### config.mk
export PLATFORM = sky130hd
export DESIGN_NAME = conv_argmax_out
export DESIGN_NICKNAME = d
export VERILOG_FILES = /design/src/rtl/conv_argmax_out.sv
export SDC_FILE = /design/constraint.sdc
export NUM_CORES = 1
export LEC_CHECK = 0
export BUFFER_PORTS_ARGS = -buffer_cell sky130_fd_sc_hd__buf_2
export CAP_MARGIN = 0
export CORE_ASPECT_RATIO = 1.25
export CORE_MARGIN = 3
export CORE_UTILIZATION = 30
export CTS_BUF_LIST = sky130_fd_sc_hd__clkbuf_8
export DETAILED_ROUTE_END_ITERATION = 8
export GPL_TIMING_DRIVEN = 0
export PLACE_DENSITY = 0.49
export SETUP_SLACK_MARGIN = 0.5
export SLEW_MARGIN = 10
export SYNTH_ARGS = -nofsm -noshare
export SYNTH_HDL_FRONTEND = slang
export SYNTH_SLANG_ARGS = --single-unit
export TNS_END_PERCENT = 1
### constraint.sdc
create_clock -name clk -period 5 [get_ports clk]
set_clock_uncertainty 0.15 [all_clocks]
set_input_delay 1 -clock clk [delete_from_list [all_inputs] [get_ports clk]]
set_output_delay 1 -clock clk [all_outputs]
set_load 0.01 [all_outputs]
### src/rtl/conv_argmax_out.sv
// Argmax output stage for the convolution chain: tracks the running maximum of each
// LEN-element vector and presents value/index through a one-entry output register.
module conv_argmax_out #(
  parameter int T     = 8,
  parameter int LEN   = 2,
  parameter int IDX_W = (LEN > 1) ? $clog2(LEN) : 1
) (
  input  logic                 clk,
  input  logic                 reset,
  input  logic signed [T-1:0]  s_data_in,
  input  logic                 s_valid,
  output logic                 s_ready,
  output logic signed [T-1:0]  m_data_out,
  output logic [IDX_W-1:0]     m_index,
  output logic                 m_valid,
  input  logic                 m_ready
);

  typedef enum logic {EMPTY, FULL} state_t;

  localparam logic [IDX_W-1:0] LAST = IDX_W'(LEN - 1);

  state_t                state;
  state_t                state_next;
  logic [IDX_W-1:0]      cnt;
  logic signed [T-1:0]   best;
  logic [IDX_W-1:0]      best_idx;
  logic signed [T-1:0]   cand_val;
  logic [IDX_W-1:0]      cand_idx;
  logic                  last;
  logic                  accept;
  logic                  complete;

  assign last = (cnt == LAST);

  // Element 0 always seeds the running max; later elements win only when strictly greater.
  always_comb begin
    cand_val = best;
    cand_idx = best_idx;
    if (cnt == '0 || s_data_in > best) begin
      cand_val = s_data_in;
      cand_idx = cnt;
    end
  end

  always_ff @(posedge clk or negedge reset) begin
    if (!reset) begin
      state <= EMPTY;
    end else begin
      state <= state_next;
    end
  end

  // Only the completing element stalls, and only while an unread result is held.
  always_comb begin
    m_valid    = (state == FULL);
    s_ready    = !(m_valid && !m_ready && last);
    accept     = s_valid && s_ready;
    complete   = accept && last;
    state_next = state;
    case (state)
      EMPTY: if (complete) state_next = FULL;
      FULL:  if (!complete && m_ready) state_next = EMPTY;
      default: state_next = EMPTY;
    endcase
  end

  always_ff @(posedge clk or negedge reset) begin
    if (!reset) begin
      cnt        <= '0;
      best       <= '0;
      best_idx   <= '0;
      m_data_out <= '0;
      m_index    <= '0;
    end else if (accept) begin
      best     <= cand_val;
      best_idx <= cand_idx;
      cnt      <= last ? '0 : cnt + IDX_W'(1);
      if (complete) begin
        m_data_out <= cand_val;
        m_index    <= cand_idx;
      end
    end
  end

endmodule

==> qor.csv, run 1 <==
metric;value;unit
post_cts_buffers;0;
crit_fanout;8;
worst-path-buf-inv;1;
worst_setup_path_start_kind;input pin;
finalNonFillerCells;178;
r2r_end;best[2];
ant_nets;0;
slew_headroom;0.628;
die_h;74.2;um
hp-class;reg -> reg;
antenna_cells;0;
drive_above_1_share;0.288;
cts_root_buf;clkbuf_8;
path_class;in -> reg;
async_flop_share;1.00;
tightest_slew;556;ps
clkLatencyLatePin;260;ps
max_freq;356;MHz
maxSlewViolCount;0;
min-delay-start;m_valid;
finalPower;0.000797;W
hold_viol;0;
hold_ws;356;ps
layout_commonest_cell;buf_2;
synth_seq_cells;20;
r2r_start;best[3];
synthesis.nets;133;
grt_first_pass_wirelength;3.97;mm
cts_tree;done;
holdPathEnd;m_valid;
nets;160;
postLayoutCellArea;1350;um^2
fin_crit_sh;0.562;
die_area;4490;um^2
period_minus_slack;2810;ps
ctsResizeCount;0;
rsz0062_at_grt;no;
maxCapViolCount;0;
crit_slowest_cell;o311ai_4;
cts_hold_buf;0;
grtUsageTotal;0.117;
syn2layout_area_growth;20.6;%
cts_buffer_depth;2;
clock-sinks;20;
final_cell_mix;22 x buf_2, 20 x dfrtp_1, 13 x inv_1, 12 x nor2_1;
fp.coreArea;3540;um^2
syn_inst;113;
gp_congestion;0.698;
dpl_cell_area;1270;um^2
wire_per_inst;13.3;um
hpwl;1.91;mm
arrival;2800;ps
die_w;60.6;um
crit_chain;buf_2 -> ha_1 -> a21oi_1 -> a21oi_2 -> o311ai_4 -> mux2_2;
ios;23;
portBuffers;22;
wirelength;2.37;mm
yosysWarnings;0;
initial_core_util;0.315;
n_fill_cell;371;
grt_pass1_vias;899;
rrSetupSlack;2650;ps
dr.first_iter.drc_count;31;
max-vdd-ir-drop;127;uV
setup_viol;0;
reg2reg_depth;6;
vias;908;
slowest_delay;510;ps
num_rows;24;
cp-end-kind;flip-flop;
clk_pin_slew;70;ps
synthDistinctLibCells;27;
place_inst;174;
first_pass_iters;4;
synth_edf_count;0;
cp_top_family;compound AO/OA/AOI/OAI gates;
htree_num_levels;1;
setup_tns;0;ps
whs_path_depth;1;
cts_made_buffers;3;
powerDensity;592;nW/um^2
drcViolationCount;0;
overflow;0;
antenna_found_initial;0;
grt_max_degree;21;
synth_seq_area_share;0.448;
syn_avg_cell_area;9.88;um^2
netlist_area;1120;um^2
required;4990;ps
ys.flop_type;dfrtp_1;
status;finished clean;
vias_per_cell;5.10;
power.leakage;0.616;nW
## synthesized netlist by cell type, types with 2 or more instances
master / n / area share
dfrtp_1: 20 / 0.45
inv_1: 13 / 0.044
nor2_1: 12 / 0.040
nand3_1: 9 / 0.040
o21ai_0: 9 / 0.040
a31oi_1: 8 / 0.045
ha_1: 8 / 0.090
mux2_2: 8 / 0.081
clkbuf_1: 4 / 0.013
a21oi_1: 3 / 0.013
nand4_1: 2 / 0.011
nor2b_1: 2 / 0.011
## cell families (layout without fill, tap and decap cells)
logic type,Yosys count,count (layout),synth area share
and+or+nand+nor,31,31,0.137
AOI/OAI and AO/OA,29,29,0.187
DFF,20,20,0.448
buffers and inverters,17,43,0.0572
adders and majority gates,8,8,0.0897
muxes,8,8,0.0807
## through the flow
step / setup WS, ps / util
after floorplan: 2230 / -
after global placement: 1900 / 0.360
after detailed placement: 1910 / 0.360
after CTS: 2180 / 0.380
after global routing: 2100 / 0.380
final: 2190 / 0.380
## cell type report
type | count | area [um^2] | area share
Multi-Input combinational cell | 76 | 552 | 0.410
Sequential cell | 20 | 500 | 0.372
Timing Repair Buffer | 22 | 110 | 0.0818
Inverter | 13 | 48.8 | 0.0362
Tap cell | 39 | 48.8 | 0.0362
Clock buffer | 3 | 41.3 | 0.0307
Clock inverter | 1 | 30.0 | 0.0223
Buffer | 4 | 15.0 | 0.0112
## flip-flops by register name, indices dropped and copies added, names as in the netlist
register,count
best,8
best_idx,1
m_index,1
m_valid,1
cnt,1
m_data_out,8
## worst max-delay path by stage
| stage | from | end | slack, ps | cells past startpoint |
|---|---|---|---|---|
| after CTS | s_data_in[3] | best[2] | 2180 | 6 |
| after global placement | s_data_in[3] | best[5] | 1900 | 6 |
| final | s_data_in[3] | best[2] | 2190 | 6 |
| after floorplan | s_data_in[3] | best[0] | 2230 | 5 |
| after global routing | s_data_in[3] | best[2] | 2100 | 6 |
| after detailed placement | s_data_in[3] | best[6] | 1910 | 6 |
## per-layer routing
layer,GRT usage,part of all wire
met5,0,0
met4,0.0578,0.0093
met3,0.0226,0.050
met2,0.196,0.49
met1,0.142,0.45
## worst register-to-register path, delay by kind of cell, from the launching register on
family	cells	cell delay [ps]
buffers and inverters	1	50
adder cells (fa/ha/maj)	1	320
flip-flops	1	370
multiplexers	1	400
AO/OA/AOI/OAI	3	960
## where the power goes
group	total, W	internal (W)	switching (W)
logic	0.000354	0.000155	0.000199
clock network	0.000162	0.000107	0.0000551
registers	0.000281	0.000236	0.0000452
No activity file was read; power rests on OpenSTA's default activity.
==> inputs of run 2 (changes only) <==
clock period = 2.85 ns   (was 5 ns; I/O delays follow)
==> qor.csv, run 2 (synthesized netlist as in run 1, its figures left out) <==
metric;value;unit;change
setup_tns;0;ps;unchanged
die_w;60.6;um;unchanged
maxSlewViolCount;0;;unchanged
grt_max_degree;21;;unchanged
num_rows;24;;unchanged
overflow;0;;unchanged
dr.first_iter.drc_count;35;;+13%
nets;161;;+0.63%
hp-class;in -> async;;
syn2layout_area_growth;23.2;%;
antenna_cells;0;;unchanged
required;2840;ps;-2150 ps
cts_buffer_depth;2;;unchanged
cts_tree;done;;
cts_hold_buf;0;;unchanged
status;finished clean;;
path_class;in -> reg;;
utilization;0.388;;+0.00812
fp.coreArea;3540;um^2;unchanged
slew_headroom;0.618;;-0.0106
cp-end-kind;flip-flop;;
max-vdd-ir-drop;222;uV;+75%
grt_pass1_vias;905;;+0.67%
hpwl;1.91;mm;unchanged
period_minus_slack;2310;ps;
postLayoutSetupSlackWorst;544;ps;-1650 ps
clkLatencyLatePin;260;ps;about the same
clock-sinks;20;;unchanged
drive_above_1_share;0.314;;+0.0265
dpl_cell_area;1270;um^2;unchanged
cts_made_buffers;3;;unchanged
initial_core_util;0.315;;unchanged
hold_viol;0;;unchanged
ant_nets;0;;unchanged
die_area;4490;um^2;unchanged
maxCapViolCount;0;;unchanged
power.leakage;0.633;nW;+2.7%
max_freq;434;MHz;
ios;23;;unchanged
vias;907;;-0.11%
worst_setup_path_start_kind;input pin;;
first_pass_iters;4;;unchanged
rsz0062_at_grt;yes;;
final_cell_mix;22 x buf_2, 20 x dfrtp_1, 13 x inv_1, 12 x nor2_1;;
cts_root_buf;clkbuf_8;;
crit_chain;buf_2 -> ha_1 -> a21oi_1 -> a21oi_2 -> o311ai_4 -> buf_12 -> mux2_2;;
crit_fanout;8;;unchanged
grt_first_pass_wirelength;4.00;mm;+0.53%
wirelength;2.39;mm;+0.68%
clk_pin_slew;80;ps;about the same
antenna_found_initial;0;;unchanged
layout_commonest_cell;buf_2;;
wire_per_inst;13.3;um;+0.11%
vias_per_cell;5.07;;-0.67%
grtUsageTotal;0.118;;+0.000703
powerDensity;1040;nW/um^2;+76%
setup_viol;0;;unchanged
die_h;74.2;um;unchanged
htree_num_levels;1;;unchanged
gp_congestion;0.698;;unchanged
arrival;2300;ps;-500 ps
crit_slowest_cell;ha_1;;
finalPower;0.00143;W;+80%
largest_registers;best (8), m_data_out (8);;
portBuffers;22;;unchanged
n_fill_cell;372;;+0.27%
slowest_delay;340;ps;-170 ps
post-place-ws;188;ps;-1720 ps
postLayoutCellArea;1380;um^2;+2.1%
fin_crit_sh;0.809;;
tightest_slew;572;ps;+15.9 ps
drcViolationCount;0;;unchanged
run 2: layout make-up:
type,count,area [um^2],share of cell area
inverter,13,48.8,0.0355
buffer,4,17.5,0.0127
clock buffer,3,41.3,0.0300
timing repair buffer,23,130,0.0946
tap,39,48.8,0.0355
multi-input combinational,76,558,0.406
sequential,20,500,0.364
clock inverter,1,30.0,0.0218
run 2: path summary, 6_finish.rpt:
kind                               from  endpoint  slack (ps)  depth (start not counted)
max                        s_data_in[3]   best[2]         540                          7
min                               reset   best[0]         100                          1
max reg2reg                     best[3]   best[2]         570                          7
min reg2reg                     m_valid   m_valid         360                          1
max in group asynchronous         reset   m_valid        2140                          1
min in group clk                m_valid   m_valid         360                          1
run 2: worst max-delay path, delay by kind of cell:
kind	cells	cell delay (ps)
AOI/OAI and AO/OA	3	770
buffers and inverters	2	280
adders and majority gates	1	340
muxes	1	330
run 2: repair_timing:
action                                  CTS  global route
pin swaps                                 1             0
setup buffers                             1             0
gates resized for setup                   0             5
endpoints found under the setup margin    8            17
run 2: power breakdown:
part	switching (W)	internal [W]	total, W
sequential	0.0000789	0.000415	0.000494
combinational	0.000358	0.000297	0.000654
clock	0.0000968	0.000187	0.000284
total	0.000533	0.000899	0.00143
run 2: through the flow:
step,instances,hold WS [ps]
5_1_grt,179,128
2_1_floorplan,113,124
6_report,179,95.8
3_5_place_dp,174,345
4_1_cts,179,115
3_3_place_gp,174,339
run 2: routing by layer:
layer | vias to the layer above | part of all wire | global-route usage
met2 | 18 | 0.50 | 0.201
met5 | - | 0 | 0
met4 | 0 | 0.0092 | 0.0578
met1 | 430 | 0.45 | 0.140
li1 | 457 | - | -
met3 | 2 | 0.038 | 0.0226
